===== src/rtl/hazard_controller.sv =====
// Pipeline sequencing controller: load-use bubbles, branch redirects and
// data-memory wait states for the 5-stage core, plus stall statistics.
module hazard_controller #(
  parameter int unsigned REDIRECT_BUBBLES = 1,
  parameter int unsigned MEM_TIMEOUT      = 255,
  parameter int unsigned CNT_W            = 32
) (
  input  logic             clk_i,
  input  logic             rst_n_i,
  input  logic [4:0]       reg_addr1_i,
  input  logic [4:0]       reg_addr2_i,
  input  logic             rs1_used_i,
  input  logic             rs2_used_i,
  input  logic [4:0]       id_ex_reg_wr_addr_i,
  input  logic             id_ex_reg_wr_sig_i,
  input  logic [1:0]       id_ex_data_dest_i,
  input  logic             branch_taken_i,
  input  logic             dmem_req_i,
  input  logic             dmem_ready_i,
  output logic             pc_stall_o,
  output logic             if_id_stall_o,
  output logic             if_id_flush_o,
  output logic             id_ex_flush_o,
  output logic             pipe_freeze_o,
  output logic             mem_timeout_o,
  output logic [CNT_W-1:0] stall_count_o
);

  localparam int unsigned BUB_W    = 4;
  localparam int unsigned WAIT_W   = 16;
  localparam logic [1:0]  DEST_MEM = 2'd1;

  typedef enum logic [1:0] {
    ST_RUN      = 2'd0,
    ST_MEM_WAIT = 2'd1,
    ST_REDIRECT = 2'd2
  } state_e;

  state_e             state_q, state_d;
  logic [BUB_W-1:0]   bub_q, bub_d;
  logic [WAIT_W-1:0]  wait_q, wait_d;
  logic               timeout_q, timeout_d;
  logic [CNT_W-1:0]   cnt_q, cnt_d;

  logic load_use_c;
  logic mem_wait_c;
  logic pc_stall_c, if_id_stall_c, if_id_flush_c, id_ex_flush_c, freeze_c;

  // Hazard detection: load in EX whose rd feeds a source operand in ID
  always_comb begin
    load_use_c = id_ex_reg_wr_sig_i && (id_ex_data_dest_i == DEST_MEM) &&
                 (id_ex_reg_wr_addr_i != 5'd0) &&
                 ((rs1_used_i && (reg_addr1_i == id_ex_reg_wr_addr_i)) ||
                  (rs2_used_i && (reg_addr2_i == id_ex_reg_wr_addr_i)));
    mem_wait_c = dmem_req_i && !dmem_ready_i;
  end

  // Next-state and control decode; priority mem wait > redirect > load-use
  always_comb begin
    state_d       = state_q;
    bub_d         = bub_q;
    wait_d        = wait_q;
    timeout_d     = timeout_q;
    pc_stall_c    = 1'b0;
    if_id_stall_c = 1'b0;
    if_id_flush_c = 1'b0;
    id_ex_flush_c = 1'b0;
    freeze_c      = 1'b0;

    if (mem_wait_c) begin
      // Any state: freeze everything, bubble count held, count wait cycles
      freeze_c      = 1'b1;
      pc_stall_c    = 1'b1;
      if_id_stall_c = 1'b1;
      state_d       = ST_MEM_WAIT;
      wait_d        = (wait_q == {WAIT_W{1'b1}}) ? wait_q : wait_q + WAIT_W'(1);
    end else begin
      wait_d = '0;
      unique case (state_q)
        ST_REDIRECT: begin
          if (branch_taken_i) begin
            if_id_flush_c = 1'b1;
            id_ex_flush_c = 1'b1;
            bub_d         = BUB_W'(REDIRECT_BUBBLES);
          end else begin
            if_id_flush_c = 1'b1;
            bub_d         = (bub_q == '0) ? bub_q : bub_q - BUB_W'(1);
            if (bub_q <= BUB_W'(1)) state_d = ST_RUN;
          end
        end
        default: begin
          // RUN, and the release cycle of MEM_WAIT (remaining bubbles dropped)
          state_d = ST_RUN;
          bub_d   = '0;
          if (branch_taken_i) begin
            if_id_flush_c = 1'b1;
            id_ex_flush_c = 1'b1;
            if (REDIRECT_BUBBLES != 0) begin
              state_d = ST_REDIRECT;
              bub_d   = BUB_W'(REDIRECT_BUBBLES);
            end
          end else if (load_use_c) begin
            pc_stall_c    = 1'b1;
            if_id_stall_c = 1'b1;
            id_ex_flush_c = 1'b1;
          end
        end
      endcase
    end

    if (mem_wait_c && (MEM_TIMEOUT != 0) && (wait_d == WAIT_W'(MEM_TIMEOUT)))
      timeout_d = 1'b1;
  end

  // Controls are forced low while reset is asserted
  assign pc_stall_o    = rst_n_i & pc_stall_c;
  assign if_id_stall_o = rst_n_i & if_id_stall_c;
  assign if_id_flush_o = rst_n_i & if_id_flush_c;
  assign id_ex_flush_o = rst_n_i & id_ex_flush_c;
  assign pipe_freeze_o = rst_n_i & freeze_c;
  assign mem_timeout_o = timeout_q;
  assign stall_count_o = cnt_q;

  // Saturating count of PC-stall cycles
  always_comb begin
    cnt_d = cnt_q;
    if (pc_stall_o && (cnt_q != {CNT_W{1'b1}})) cnt_d = cnt_q + CNT_W'(1);
  end

  // State register with synchronous active-low reset
  always_ff @(posedge clk_i) begin
    if (!rst_n_i) begin
      state_q   <= ST_RUN;
      bub_q     <= '0;
      wait_q    <= '0;
      timeout_q <= 1'b0;
      cnt_q     <= '0;
    end else begin
      state_q   <= state_d;
      bub_q     <= bub_d;
      wait_q    <= wait_d;
      timeout_q <= timeout_d;
      cnt_q     <= cnt_d;
    end
  end

endmodule


===== config.mk =====
export PLATFORM = sky130hd
export DESIGN_NAME = hazard_controller
export DESIGN_NICKNAME = d
export VERILOG_FILES = /design/src/rtl/hazard_controller.sv
export SDC_FILE = /design/constraint.sdc
export NUM_CORES = 1
export LEC_CHECK = 0
export CORE_MARGIN = 2
export CORE_UTILIZATION = 51
export DETAILED_ROUTE_END_ITERATION = 7
export PLACE_DENSITY = 0.83
export SLEW_MARGIN = 20
export SYNTH_ARGS = -nofsm -noshare
export SYNTH_HDL_FRONTEND = slang
export SYNTH_SLANG_ARGS = --single-unit

===== constraint.sdc =====
create_clock -name clk_i -period 2.7 [get_ports clk_i]
set_input_delay 0.27 -clock clk_i [delete_from_list [all_inputs] [get_ports clk_i]]
set_output_delay 0.27 -clock clk_i [all_outputs]
set_load 0.01 [all_outputs]

==> impl_metrics.csv, run 1 <==
group,metric,value,unit
worst_setup_path,cp_top_family,"buffers and inverters",
logic_synthesis,synthTopCellsByArea,"dfxtp_1 36%, nand2_1 5.3%, a21oi_1 4.4%",
worst_setup_path,crit_path_top_delay_cell,"clkdlybuf4s50_1",
power_and_ir_drop,ir_drop,0.285,mV
timing,max_freq,0.404,GHz
logic_synthesis,syn-instance-count,376,
worst_setup_path,endpoint,"if_id_stall_o",
logic_synthesis,async_reset_ff_share,0,%
cells_and_area,layout-drive-gt1-share,4.63,%
cells_and_area,final_area,3850,um^2
timing,min_period,2.47,ns
grt,grt_overflow,0,
worst_setup_path,reg2reg_slack,0.44,ns
clock_tree,path_clk_slew,0.10,ns
logic_synthesis,yosys_warnings,0,
clock_tree,cts_tree,"yes",
worst_setup_path,critical_path_cell_count,7,
clock_tree,clk_latency,0.31,ns
route,wl,7.33,mm
place,port-buffer-count,62,
clock_tree,cts_resized,0,
logic_synthesis,ys_ff_latch,55,
logic_synthesis,yosysSeqAreaShare,35.9,%
floorplanning,rows,28,
timing,finalMaxSlewViolations,0,
cells_and_area,syn2layout_area_growth,25.6,%
logic_synthesis,syn_nets,406,
timing,setup_viol,0,
route,dr.pass1.iters,4,
logic_synthesis,synth_area,3070,um^2
worst_setup_path,cp-end-kind,"output pin",
grt,antenna_found_initial,0,
grt,grt_start_max_net_pins,50,
floorplanning,die_w,81.5,um
worst_setup_path,path_max_fanout,4,
timing,rsz0062_at_grt,"false",
timing,final.setup_skew,0.00829,ns
grt,grt_util_met3,3.85,%
logic_synthesis,synth_top_area_cell,"dfxtp_1",
grt,busiest_layer,"met2",
min_path,hp-class,"flip-flop to flip-flop",
logic_synthesis,synth.top_cell.area_share,35.9,%
grt,grt_usage,22.5,%
clock_tree,clock-sinks,55,
route,drt-initial-drc-count,128,
worst_setup_path,r2r_cells,7,
cells_and_area,num_antenna_cells,0,
grt,met2_usage,39.2,%
grt,use_met1,28.1,%
worst_setup_path,cp.required,2.43,ns
timing,worst_pin_slew,0.566,ns
worst_setup_path,critPathMaxStageDelay,0.56,ns
worst_setup_path,reg2reg_to,"mem_timeout_o",
timing,period_share,91.6,%
place,post-dp-hpwl,5.48,mm
clock_tree,clock_path_buffers,2,
worst_setup_path,crit_start,"id_ex_reg_wr_addr_i[4]",
worst_setup_path,r2r-start,"wait_q[0]",
floorplanning,coreArea,5850,um^2
floorplanning,start_util,52.4,%
clock_tree,postCtsSetupRepairBufs,0,
cells_and_area,fill_cells,479,
timing,hold_viol_final,0,
worst_setup_path,crit_path_start_kind,"input port",
floorplanning,io_pins,63,
clock_tree,cts_buffers,5,
worst_setup_path,setup.worst_path.class,"input port to output pin",
status,status,"finished, final reports clean",
clock_tree,ctsHoldBuffers,0,
floorplanning,fp.dieH,81.5,um
timing,slew_headroom,62.0,%
grt,first_global_vias,2661,
cells_and_area,fin_nets,461,
worst_setup_path,crit_arrival,2.20,ns
route,vias,2971,
cells_and_area,utilization,65.8,%
grt,grt_first_pass_wirelength,12.0,mm
clock_tree,htree_levels,2,
route,vias_per_cell,5.86,
worst_setup_path,worstPathCellList,"clkdlybuf4s50_1 > xnor2_1 > nand4_1 > o22a_1 > o21a_1 > inv_1 > clkdlybuf4s50_1",
place,place.gp.congestion,0.848,
logic_synthesis,synth_common_cells,"55 x dfxtp_1, 43 x nand2_1, 27 x a21oi_1",
flow_run,max_cap_violations,0,
logic_synthesis,ys_types,49,
route,wire_per_inst,14.5,um
timing,fin_tns_setup,0,ns
place,place_area,3740,um^2
floorplanning,dieArea,6650,um^2
power_and_ir_drop,power_density,393,nW/um^2
worst_setup_path,worst-path-buf-inv,3,
logic_synthesis,ys.flop_type,"dfxtp_1",
logic_synthesis,yosysMostFrequentCell,"dfxtp_1",
clock_tree,cts_root_buf,"clkbuf_8",
power_and_ir_drop,p_leak,1.28,nW
route,drtAntennaViolNets,0,
route,drc_errors,0,
logic_synthesis,synth_area_per_cell,8.16,um^2
logic_synthesis,synth-edff-count,0,
worst_setup_path,cp_common_cell,"clkdlybuf4s50_1",
-- flip-flops by register name (all words and copies together), names as in the netlist --
| name | count |
|---|---|
| mem_timeout_o | 1 |
| wait_q | 16 |
| bub_q | 4 |
| state_q | 2 |
| stall_count_o | 32 |
-- power by group --
part	leakage (nW)	switching (W)	internal (W)	total (W)
registers	0.444	0.00000556	0.000817	0.000823
clock network	0.0548	0.000272	0.000280	0.000552
logic	0.782	0.0000660	0.0000712	0.000137
-- layer usage --
metal	share of wire, %	vias to the layer above
met2	50	59
met1	44	1394
met4	1.3	0
met5	0	-
li1	-	1509
met3	4.2	9
-- worst reg2reg max path, cell delays in order (launching register included) --
cell,delay (ns)
dfxtp_1,0.43
ha_1,0.24
and2_1,0.28
and3_1,0.28
nand3_1,0.26
a211oi_1,0.33
nand3_1,0.13
o31ai_1,0.23
-- cell type report --
cell class,count,area (um^2),area share (%)
Multi-Input combinational cell,292,1840,47.7
Sequential cell,55,1100,28.6
Timing Repair Buffer,69,673,17.5
Tap cell,75,93.8,2.44
Clock buffer,5,68.8,1.79
Clock inverter,3,46.3,1.20
Inverter,8,30.0,0.780
-- how the worst min path moves through the flow --
stage	cells past startpoint	startpoint	endpoint	slack, ns
floorplan	1	branch_taken_i	state_q[1]	0.39
global placement	2	mem_timeout_o	mem_timeout_o	0.47
detailed placement	2	mem_timeout_o	mem_timeout_o	0.46
CTS	2	mem_timeout_o	mem_timeout_o	0.48
global route	2	mem_timeout_o	mem_timeout_o	0.52
finish	2	mem_timeout_o	mem_timeout_o	0.48
-- cell usage in the layout, fill, tap and decap left out, types with 15 or more instances in the layout --
master and instances:
a21oi_1 27, clkdlybuf4s50_1 62, dfxtp_1 55, nand2_1 43, nand3_1 22, nand4_1 18
nor2_1 26, o31ai_1 17, or4_1 17, xnor2_1 15
-- metrics by stage --
step	power, W	instances	hold slack [ns]	setup slack, ns
after global routing	0.00157	507	0.516	0.115
final	0.00151	507	0.476	0.227
after detailed placement	0.000979	499	0.461	0.119
after floorplan	0.000911	376	0.394	0.714
after CTS	0.00153	507	0.478	0.208
after global placement	0.000976	499	0.465	0.190
-- cells by family (layout without fill, tap and decap cells) --
group	Yosys count	after routing	synth area share, %
simple gates	180	180	32.6
compound gates	77	77	16.4
flops	55	55	35.9
buf+inv	29	85	4.16
xor+xnor	20	20	5.71
mux	10	10	3.26
fa+ha+maj	5	5	2.04
(Power assumes the default switching activity.)
==> run 2: changes to the inputs <==
Settings changed: CORE_ASPECT_RATIO from default to 1.25.
==> impl_metrics.csv, run 2 (synthesis gave the netlist of run 1 again) <==
group,metric,value,unit
route,wl,7.36,mm
clock_tree,htree_levels,2,
floorplanning,coreArea,5820,um^2
clock_tree,cts_buffers,5,
timing,min_period,2.50,ns
flow_run,max_cap_violations,0,
route,dr.pass1.iters,4,
floorplanning,start_util,52.7,%
cells_and_area,layout_commonest_cell,"clkdlybuf4s50_1",
clock_tree,ctsHoldBuffers,0,
worst_setup_path,r2r-start,"stall_count_o[24]",
timing,fin_tns_setup,0,ns
floorplanning,die_w,73.4,um
clock_tree,cts_tree,"yes",
floorplanning,rows,31,
worst_setup_path,reg2reg_to,"stall_count_o[4]",
worst_setup_path,cp-end-kind,"output pin",
worst_setup_path,reg2reg_slack,0.43,ns
min_path,min_from,"mem_timeout_o",
worst_setup_path,cp.required,2.43,ns
min_path,min_path_cells,2,
worst_setup_path,setup.worst_path.class,"input port to output pin",
clock_tree,cts_root_buf,"clkbuf_8",
timing,worst_pin_slew,0.543,ns
timing,finalMaxSlewViolations,0,
place,place.gp.congestion,0.874,
place,port-buffer-count,62,
timing,rsz0062_at_grt,"false",
place,post-dp-hpwl,5.57,mm
floorplanning,dieArea,6650,um^2
clock_tree,clock_path_buffers,2,
timing,slew_headroom,63.5,%
cells_and_area,syn2layout_area_growth,24.8,%
route,drt-initial-drc-count,164,
timing,setup_viol,0,
power_and_ir_drop,p_leak,1.28,nW
grt,grt_usage,22.5,%
min_path,hp-class,"flip-flop to flip-flop",
route,vias_per_cell,6.12,
power_and_ir_drop,power_density,372,nW/um^2
cells_and_area,layout_common_cells,"62 x clkdlybuf4s50_1, 55 x dfxtp_1, 43 x nand2_1",
worst_setup_path,critPathMaxStageDelay,0.55,ns
grt,grt_first_pass_wirelength,12.3,mm
clock_tree,path_clk_slew,0.09,ns
route,drtAntennaViolNets,0,
timing,final.setup_skew,0.0101,ns
cells_and_area,layout-drive-gt1-share,4.85,%
clock_tree,postCtsSetupRepairBufs,0,
route,vias,3052,
floorplanning,fp.dieH,90.7,um
clock_tree,clock-sinks,55,
worst_setup_path,worstPathCellList,"clkdlybuf4s50_1 > xnor2_1 > nand4_1 > o22a_1 > o21a_1 > inv_1 > clkdlybuf4s50_1",
worst_setup_path,crit_path_top_delay_cell,"clkdlybuf4s50_1",
cells_and_area,num_antenna_cells,0,
clock_tree,cts_resized,0,
worst_setup_path,crit_start,"id_ex_reg_wr_addr_i[2]",
status,status,"finished, final reports clean",
power_and_ir_drop,ir_drop,0.334,mV
worst_setup_path,r2r_cells,6,
clock_tree,clk_latency,0.31,ns
timing,max_freq,0.400,GHz
floorplanning,io_pins,63,
timing,period_share,92.5,%
route,wire_per_inst,14.7,um
grt,first_global_vias,2754,
worst_setup_path,crit_arrival,2.23,ns
power_and_ir_drop,finalPower,0.00142,W
worst_setup_path,path_max_fanout,4,
grt,grt_start_max_net_pins,40,
worst_setup_path,cp_common_cell,"clkdlybuf4s50_1",
route,drc_errors,0,
grt,antenna_found_initial,0,
grt,grt_overflow,0,
worst_setup_path,worst-path-buf-inv,3,
min_path,min_to,"mem_timeout_o",
worst_setup_path,cp_top_family,"buffers and inverters",
cells_and_area,fin_nets,463,
worst_setup_path,crit_path_start_kind,"input port",
cells_and_area,largest_reg_flops,32,
timing,hold_viol_final,0,
==> run 2: report_power, final <==
group	switching [W]	leakage, nW	internal (W)	total [W]
combinational	0.0000675	0.792	0.0000720	0.000139
clock	0.000259	0.0470	0.000202	0.000461
sequential	0.00000569	0.444	0.000817	0.000823
total	0.000332	1.28	0.00109	0.00142
==> run 2: per-stage QoR <==
| stage | util [%] | instances | instance area, um^2 | setup WS [ns] | hold slack (ns) |
|---|---|---|---|---|---|
| final | 65.8 | 499 | 3830 | 0.202 | 0.459 |
| after global routing | 65.8 | 499 | 3830 | 0.0399 | 0.488 |
| after CTS | 65.8 | 499 | 3830 | 0.190 | 0.464 |
| after detailed placement | 64.3 | 492 | 3740 | 0.147 | 0.446 |
| after global placement | 64.3 | 492 | 3740 | 0.225 | 0.440 |
| after floorplan | - | 376 | 3070 | 0.714 | 0.394 |
==> run 2: cell type report <==
| cell class | instances | area (um^2) |
|---|---|---|
| sequential | 55 | 1100 |
| clock inverter | 1 | 5.00 |
| multi-input combinational | 292 | 1840 |
| timing repair buffer | 71 | 688 |
| clock buffer | 6 | 82.6 |
| fill | 509 | 1990 |
| inverter | 8 | 30.0 |
| tap | 66 | 82.6 |
==> run 2: worst max-delay path by stage <==
stage,depth (start not counted),end,slack (ns)
global placement,8,stall_count_o[5],0.22
detailed placement,8,stall_count_o[7],0.15
global route,7,id_ex_flush_o,0.04
floorplan,8,mem_timeout_o,0.71
finish,7,if_id_stall_o,0.20
CTS,7,if_id_stall_o,0.19
==> run 2: worst min-delay path: stages, from the launching register on <==
cell     delay [ns]
dfxtp_1        0.32
nand2_1        0.05
o31ai_1        0.05
==> run 2: routing by layer <==
metal	part of all wire (%)	track usage, %	up-vias
met5	0	0	-
li1	-	-	1513
met1	42	27.4	1455
met3	3.9	3.68	12
met2	53	39.6	72
met4	2.0	6.52	0
==> run 3: changes to the inputs <==
Settings changed: CORE_UTILIZATION 51 to 63, DONT_BUFFER_PORTS from default to 1, PLACE_DENSITY 0.83 to 0.82.
==> impl_metrics.csv, run 3 (synthesis gave the netlist of run 1 again) <==
group,metric,value,unit
status,status,"finished, final reports clean",
route,vias_per_cell,6.58,
worst_setup_path,crit_path_start_kind,"flip-flop",
min_path,min_from,"rst_n_i",
worst_setup_path,cp.required,2.93,ns
cells_and_area,syn2layout_area_growth,4.37,%
clock_tree,path_clk_slew,0.11,ns
flow_run,max_cap_violations,0,
power_and_ir_drop,netSwitchingPower,0.000334,W
floorplanning,start_util,64.8,%
power_and_ir_drop,seq_power_share,59.1,%
floorplanning,coreArea,4730,um^2
cells_and_area,layout_common_cells,"55 x dfxtp_1, 43 x nand2_1, 27 x a21oi_1",
timing,worst_pin_slew,0.796,ns
timing,period_share,85.4,%
grt,first_global_vias,2586,
grt,antenna_found_initial,0,
floorplanning,fp.dieH,82.0,um
power_and_ir_drop,p_sw_share,24.0,%
timing,slew_headroom,46.9,%
clock_tree,cts_resized,0,
worst_setup_path,cp-end-kind,"flip-flop",
place,port-buffer-count,0,
route,wl,6.94,mm
cells_and_area,fin_cells,429,
grt,grt_usage,25.8,%
clock_tree,clk_latency,0.32,ns
cells_and_area,num_antenna_cells,0,
floorplanning,io_pins,63,
grt,grt_overflow,0,
timing,hold_viol_final,0,
timing,max_freq,0.434,GHz
worst_setup_path,cp_top_family,"simple AND/OR/NAND/NOR gates",
clock_tree,cts_buffers,5,
timing,rsz0062_at_grt,"false",
clock_tree,ctsHoldBuffers,0,
cells_and_area,fin_nets,398,
clock_tree,cts_root_buf,"clkbuf_8",
cells_and_area,layout_commonest_cell,"dfxtp_1",
worst_setup_path,setup.worst_path.class,"flip-flop to flip-flop",
route,vias,2821,
power_and_ir_drop,power.internal,0.00106,W
floorplanning,dieArea,5450,um^2
worst_setup_path,path_max_fanout,9,
clock_tree,htree_levels,2,
timing,fin_tns_setup,0,ns
power_and_ir_drop,finalPower,0.00139,W
route,dr.pass1.iters,4,
worst_setup_path,worst-path-buf-inv,1,
min_path,hp-class,"input port to flip-flop",
worst_setup_path,critPathMaxStageDelay,0.52,ns
place,preCtsSetupSlack,0.467,ns
worst_setup_path,worstPathCellList,"nand4_1 > nor4_4 > buf_4 > nand3_4 > or4_1 > a21oi_1",
cells_and_area,utilization,67.7,%
grt,grt_start_max_net_pins,51,
power_and_ir_drop,p_clk_share,35.1,%
timing,fin_ws,0.395,ns
route,wire_per_inst,16.2,um
cells_and_area,layout-drive-gt1-share,5.15,%
worst_setup_path,crit_start,"stall_count_o[7]",
clock_tree,clock_path_buffers,2,
clock_tree,postCtsSetupRepairBufs,0,
route,drtAntennaViolNets,0,
floorplanning,die_w,66.4,um
clock_tree,cts_tree,"yes",
place,dpl.cell_count,421,
route,drt-initial-drc-count,247,
power_and_ir_drop,comb_power_share,5.8,%
route,drc_errors,0,
floorplanning,rows,28,
worst_setup_path,crit_path_top_delay_cell,"or4_1",
place,place.gp.congestion,0.848,
place,post-dp-hpwl,4.99,mm
power_and_ir_drop,ir_drop,0.349,mV
timing,min_period,2.31,ns
clock_tree,clock-sinks,55,
timing,setup_viol,0,
cells_and_area,largest_reg_flops,32,
worst_setup_path,crit_arrival,2.53,ns
worst_setup_path,r2r-start,"stall_count_o[7]",
grt,grt_first_pass_wirelength,11.0,mm
power_and_ir_drop,p_leak,1.05,nW
power_and_ir_drop,power_density,436,nW/um^2
timing,final.setup_skew,0.0176,ns
timing,finalMaxSlewViolations,0,
==> run 3: path summary, 6_finish.rpt <==
path                            slack (ns)  depth (start not counted)                 to
worst min-delay path                  0.06                          1  stall_count_o[21]
worst min register to register        0.52                          2          wait_q[1]
worst max register to register        0.39                          6  stall_count_o[25]
worst max-delay path                  0.39                          6  stall_count_o[25]
==> run 3: through the flow <==
stage	hold slack, ns	area, um^2
after global placement	0.394	3100
after detailed placement	0.398	3100
after global routing	0.0556	3200
final	0.0640	3200
after floorplan	0.394	3070
after CTS	0.0585	3200
==> run 3: layer usage <==
metal  global-route usage [%]  share of wire, %
met1                     28.6                40
met2                     48.1                53
met3                     5.75               5.3
met4                     8.37               1.2
met5                        0                 0
==> run 3: area by class of cell <==
type | count | area, um^2
multi-input cells | 292 | 1840
fillers | 408 | 1530
flip-flops and latches | 55 | 1100
clock buffers | 6 | 82.6
well taps | 60 | 75.1
repair buffers | 6 | 57.6
inverters | 8 | 30.0
clock inverters | 2 | 16.3
==> run 3: power by group through the flow <==
stage	combinational [W]	sequential [W]	clock, W
2_1_floorplan	0.0000703	0.000841	0
3_5_place_dp	0.0000801	0.000842	0
3_3_place_gp	0.0000782	0.000842	0
6_report	0.0000807	0.000824	0.000490
4_1_cts	0.0000805	0.000824	0.000502
5_1_grt	0.0000908	0.000825	0.000534
==> run 3: worst reg2reg max path: stages, from the launching register on <==
cell and delay (ns):
dfxtp_1 0.48, nand4_1 0.28, nor4_4 0.45, buf_4 0.21
nand3_4 0.11, or4_1 0.52, a21oi_1 0.18
